$ cat config.mk
export PLATFORM = sky130hd
export DESIGN_NAME = counter_mod_k_ro_core_flat
export DESIGN_NICKNAME = d
export VERILOG_FILES = /design/src/rtl/counter_mod_k_ro_core_if.sv /design/src/rtl/counter_mod_k_ro_core.sv /design/src/flat_wrapper.sv
export SDC_FILE = /design/constraint.sdc
export NUM_CORES = 1
export LEC_CHECK = 0
export BUFFER_PORTS_ARGS = -buffer_cell sky130_fd_sc_hd__buf_2
export CAP_MARGIN = 20
export CELL_PAD_IN_SITES_DETAIL_PLACEMENT = 0
export CELL_PAD_IN_SITES_GLOBAL_PLACEMENT = 1
export CORE_AREA = 2 2 39 41
export DETAILED_ROUTE_END_ITERATION = 10
export DIE_AREA = 0 0 41 43
export GPL_ROUTABILITY_DRIVEN = 0
export PLACE_DENSITY = 0.32
export SKIP_CTS_REPAIR_TIMING = 1
export SYNTH_ARGS = -nofsm -noshare
export SYNTH_HDL_FRONTEND = slang
export SYNTH_SLANG_ARGS = --single-unit
$ cat constraint.sdc
create_clock -name i_clk -period 1.2 [get_ports i_clk]
set_input_delay 0.24 -clock i_clk [delete_from_list [all_inputs] [get_ports i_clk]]
set_output_delay 0.24 -clock i_clk [all_outputs]
set_load 0.005 [all_outputs]
$ cat src/rtl/counter_mod_k_ro_core_if.sv
// -----------------------------------------------------------------------------
// counter_mod_k_ro_core_if
// Bundles the modulus input and the roll-over pulse of counter_mod_k_ro_core.
//   i_k          [N-1:0]  modulus k, driven by the master (count runs 0..k-1)
//   o_roll_over           registered one-cycle pulse, driven by the counter
// Modports:
//   master : drives i_k, observes o_roll_over (the user of the counter)
//   slave  : receives i_k, drives o_roll_over (the counter itself)
// There is no valid/ready handshake: i_k is a level sampled on every rising
// clock edge, and o_roll_over is a level that is valid for a whole cycle.
// -----------------------------------------------------------------------------
interface counter_mod_k_ro_core_if #(
   parameter int N = 2
);
   logic [N-1:0] i_k;
   logic         o_roll_over;

   modport master (
      output i_k,
      input  o_roll_over
   );

   modport slave (
      input  i_k,
      output o_roll_over
   );
endinterface

$ cat src/rtl/counter_mod_k_ro_core.sv
// -----------------------------------------------------------------------------
// counter_mod_k_ro_core
// Synchronous modulo-k up-counter with a runtime-programmable modulus. Emits a
// registered one-cycle roll-over pulse each time the count wraps from k-1 to 0,
// so the pulse repeats every k clock cycles (every 2^N cycles when k=0, every
// cycle when k=1).
// Ports:
//   i_clk     clock; all state updates on its rising edge
//   i_reset   synchronous, active-high reset (count and pulse cleared)
//   bus       slave side of counter_mod_k_ro_core_if
//               bus.i_k          modulus k (unsigned, N bits)
//               bus.o_roll_over  registered roll-over pulse
// -----------------------------------------------------------------------------
module counter_mod_k_ro_core #(
   parameter int N = 2
) (
   input  logic                     i_clk,
   input  logic                     i_reset,
   counter_mod_k_ro_core_if.slave   bus
);

   logic [N-1:0] count;
   logic         ro_q;
   logic [N-1:0] k_minus_1;
   logic         wrap;

   // k-1 is taken modulo 2^N: k=0 becomes all-ones, giving a 2^N period.
   assign k_minus_1 = bus.i_k - N'(1);

   // Using >= rather than == means a modulus lowered below the current count
   // wraps on the next edge instead of running on through the overflow range.
   assign wrap = (count >= k_minus_1);

   always_ff @(posedge i_clk) begin
      if (i_reset) begin
         count <= '0;
         ro_q  <= 1'b0;
      end else if (wrap) begin
         count <= '0;
         ro_q  <= 1'b1;
      end else begin
         count <= count + N'(1);
         ro_q  <= 1'b0;
      end
   end

   assign bus.o_roll_over = ro_q;

endmodule

$ cat src/flat_wrapper.sv
// flat-port wrapper written by rule: the top's interface ports become plain ports
module counter_mod_k_ro_core_flat 
#(
   parameter int N = 2
)
  (i_clk, i_reset, bus_i_k, bus_o_roll_over);
  counter_mod_k_ro_core_if #(.N(N)) bus_i ();
  input  logic i_clk;
  input  logic i_reset;
  input wire logic [$bits(bus_i.i_k)-1:0] bus_i_k;
  output wire logic [$bits(bus_i.o_roll_over)-1:0] bus_o_roll_over;
  assign bus_i.i_k = bus_i_k;
  assign bus_o_roll_over = bus_i.o_roll_over;
  counter_mod_k_ro_core #(.N(N)) u_core (.i_clk(i_clk), .i_reset(i_reset), .bus(bus_i));
endmodule
---- Yosys cells after proc, flatten, opt, wreduce, memory -nomap -nowiden ----
Cells that the tools add are included.
cells by class
  add/subtract/negate cells ............... 2
  $lt $le $gt $ge ......................... 1
  multiplexer cells ....................... 1
  reductions and logical operators ........ 1
operator list
  operator                                                            number
  2-bit by 1-bit adder with 2-bit output, second input constant       1
  2-bit >= comparator                                                 1
  2-bit OR reduction                                                  1
  2-bit by 1-bit subtractor with 2-bit output, second input constant  1
  1-bit two-way mux                                                   1
word-level totals
  register bits after elaboration ......... 3
  input port bits ......................... 4
  output and inout port bits .............. 1
  logic and storage cells ................. 7

---- Longest topological paths before layout ----
  depth in word-level cells ............... 3
  depth in mapped cells ................... 5
  gate-level depth less buffers ........... 5

---- Least setup slack after synthesis ----
No wires, ideal clock.
  kind .................................... register -> register
  start point ............................. register u_core.count[0]
  end point ............................... register u_core.ro_q, in the netlist u_core.bus.o_roll_over
  library setup time ...................... 114 ps
  arrival ................................. 1102 ps
  data required time ...................... 1086 ps
  slack ................................... -15 ps
  stages on the path, launching flop included .. 6
  path buffers ............................ 0
  period minus slack after synthesis ...... 1215 ps
  cells stage by stage .................... dfxtp_1 > inv_1 > ha_1 > nand2b_1 > a21o_1 > nor2b_1
on the way
  word-level cells in the longest chain between the ends .. 2
RTL lines
  element                   RTL line                     RTL
  start: declaration        counter_mod_k_ro_core.sv:22  logic [N-1:0] count;
  start signal: assignment  counter_mod_k_ro_core.sv:42  count <= count + N'(1);
  2-bit >= comparator       counter_mod_k_ro_core.sv:32  assign wrap = (count >= k_minus_1);
  1-bit two-way mux         counter_mod_k_ro_core.sv:38  end else if (wrap) begin
  end signal: assignment    counter_mod_k_ro_core.sv:37  ro_q <= 1'b0;
  end signal: assignment    counter_mod_k_ro_core.sv:40  ro_q <= 1'b1;
  end signal: assignment    counter_mod_k_ro_core.sv:43  ro_q <= 1'b0;
  end: declaration          counter_mod_k_ro_core.sv:23  logic ro_q;
Every way passes these cells.
A chain may end at the register's enable or synchronous reset.

---- Worst setup path in the final report ----
Same ends and word-level chain as after synthesis.

==> run summary <==
Hold Path Class -> input pin to register
Hold EP -> u_core.count[0]
R2R Setup Slk -> 60 ps
Post-synth EDFFs -> 0
Die Footprint -> 1760 µm²
Drt drc -> 0
Antenna cells -> 0
Fmax -> 879 MHz
Critical setup path kind -> register to register
Slowest-stage cell, CP -> dfxtp_2
Post-synthesis cell area -> 150 µm²
Top cells by count, synth -> 3 x dfxtp_1, 2 x ha_1, 2 x inv_1, 2 x nor3_2
Synth area leader -> dfxtp_1
Filler cells -> 156
Worst EP required -> 1330 ps
Max clock buf depth -> 2
First-pass GRT wire length -> 434 µm
Top Ports -> 5
Initial DRC count -> 2
Syn_area_per_cell -> 10.7 µm²
Initial Utilization -> 0.108
Worst setup margin -> 62.1 ps
Pre-CTS setup slack -> -32.8 ps
Worst skew pair latency -> 230 ps
Nets -> 30
Worst Setup Start Kind -> register
Worst VDD drop -> 0.000544 V
Share of cells above drive strength 1 -> 0.609
Grt total ovfl -> 0
Final worst path period need -> 1140 ps
Inserted Clock Buffers -> 3
Unrepaired setup endpoints after global routing -> false
TritonRoute pass-1 iters -> 2
Clock Sinks -> 3
Clock slew seen by the registers of the worst setup and hold paths -> 40 ps
Sequential-to-total area share from yosys stat -> 0.400
Worst Hold Depth -> 2
Worst Skew -> 3.07 ps
Final setup fails -> 0
Worst Path Buf+Inv -> 1
Power Density -> 1770 nW/µm²
Max Cap Viol -> 0
Most instantiated library cell after synthesis -> dfxtp_1
Min-delay src -> i_reset
Synth area leaders -> dfxtp_1 40%, ha_1 17%, nor3_2 13%
Initial antenna violation count -> 0
Ys Warns -> 0
Total track usage -> 0.0441
Antenna-violating nets left -> 0
Vias per Instance -> 3.08
Asr flop ratio synth -> 0
Slew headroom -> 0.890
Die width -> 41 µm
Slew Limit Fails -> 0
Critical Path End Type -> register
RR Startpoint -> u_core.count[0]
Final wirelength -> 268 µm
Core area -> 1380 µm²
CP arrival -> 1260 ps
Largest net degree at the start of global routing -> 4
# rows -> 14
Vias -> 120
P_leak -> 0.114 nW
Post-Syn Instances -> 14
Total Power -> 0.434 mW
Vias in the first global route -> 121
Flops & latches, synth -> 3
CP cell instances -> inv_2 -> ha_4 -> nand2b_4 -> a21o_1 -> nor2b_1
Unique cell type count in the Yosys netlist -> 9
# H-tree levels -> 1
RR Endpoint -> u_core.bus.o_roll_over
Crit Path Max Fanout -> 3
Area grow syn2layout -> 63.3%
Worst slew pin tran -> 163 ps
Crit-path leading delay family -> flip-flops
Slowest stage delay, CP -> 320 ps
Yosys top cell area share -> 0.400
Top_reg_cell synth -> dfxtp_1
PortBufs -> 4
Hold Vio Cnt, Final -> 0
Avg WL per Cell -> 6.87 µm
Net Count, Synth -> 20
Status -> complete, no violations
Worst r2r path cells -> 5
Die Y-Extent -> 43 µm
Root buf cell -> clkbuf_4
Fin crit share -> 0.948
TritonCTS clock tree -> done
cells by family after synthesis:
family / after synthesis / share of synthesized area
AO/OA/AOI/OAI: 1 / 0.0500
buffers and inverters: 2 / 0.0500
adder cells (fa/ha/maj): 2 / 0.167
AND/OR/NAND/NOR: 4 / 0.217
XOR/XNOR: 2 / 0.117
flip-flops: 3 / 0.400
routing by layer:
| metal | routed length (µm) | GRT usage |
|---|---|---|
| met1 | 131 | 0.0415 |
| met2 | 110 | 0.0500 |
| met3 | 27 | 0.0157 |
| met4 | 0 | 0.0800 |
| met5 | 0 | 0 |
cells in the final DEF (no fill, tap or decap), types with 2 or more instances in the layout:
cell type / Yosys / layout
nor3_2: 2 / 2
clkbuf_4: 0 / 3
dfxtp_1: 3 / 2
buf_2: 0 / 4
power breakdown:
part	internal [mW]	total [mW]	switching [mW]
clock network	0.125	0.177	0.0523
registers	0.122	0.132	0.0102
logic	0.0713	0.125	0.0539
total	0.318	0.434	0.116
worst max path at each step:
stage               slack (ps)             from  cells past startpoint                     end
floorplan                   20  u_core.count[0]                      5  u_core.bus.o_roll_over
global placement           -50       bus_i_k[0]                      6  u_core.bus.o_roll_over
detailed placement         -30       bus_i_k[0]                      6  u_core.bus.o_roll_over
CTS                         -1  u_core.count[0]                      5  u_core.bus.o_roll_over
global route                20  u_core.count[0]                      5  u_core.bus.o_roll_over
finish                      60  u_core.count[0]                      5  u_core.bus.o_roll_over
per-stage QoR:
step / hold WS, ps / utilization / cells / instance area (µm²) / TNS (ps)
after global routing: 215 / 0.177 / 39 / 245 / 0
final: 209 / 0.177 / 39 / 245 / 0
after CTS: 201 / 0.163 / 39 / 225 / -0.993
after floorplan: 303 / - / 14 / 151 / 0
after detailed placement: 449 / 0.144 / 35 / 199 / -45.7
after global placement: 447 / 0.144 / 35 / 199 / -79.3
registers in the layout (all words and copies together) (netlist names):
signal / count
u_core.bus.o_roll_over: 1
u_core.count: 2
worst register-to-register path, cell delays in order, from the launching register on:
cell	delay, ps
dfxtp_2	320
inv_2	40
ha_4	220
nand2b_4	120
a21o_1	190
nor2b_1	140
cell type report:
type | instances | area (µm²) | share of cell area
Tap cell | 16 | 20.0 | 0.0816
Clock buffer | 4 | 26.3 | 0.107
Timing Repair Buffer | 5 | 27.5 | 0.112
Inverter | 2 | 7.51 | 0.0306
Sequential cell | 3 | 61.3 | 0.250
Multi-Input combinational cell | 9 | 103 | 0.418
No activity file was read; power rests on OpenSTA's default activity.
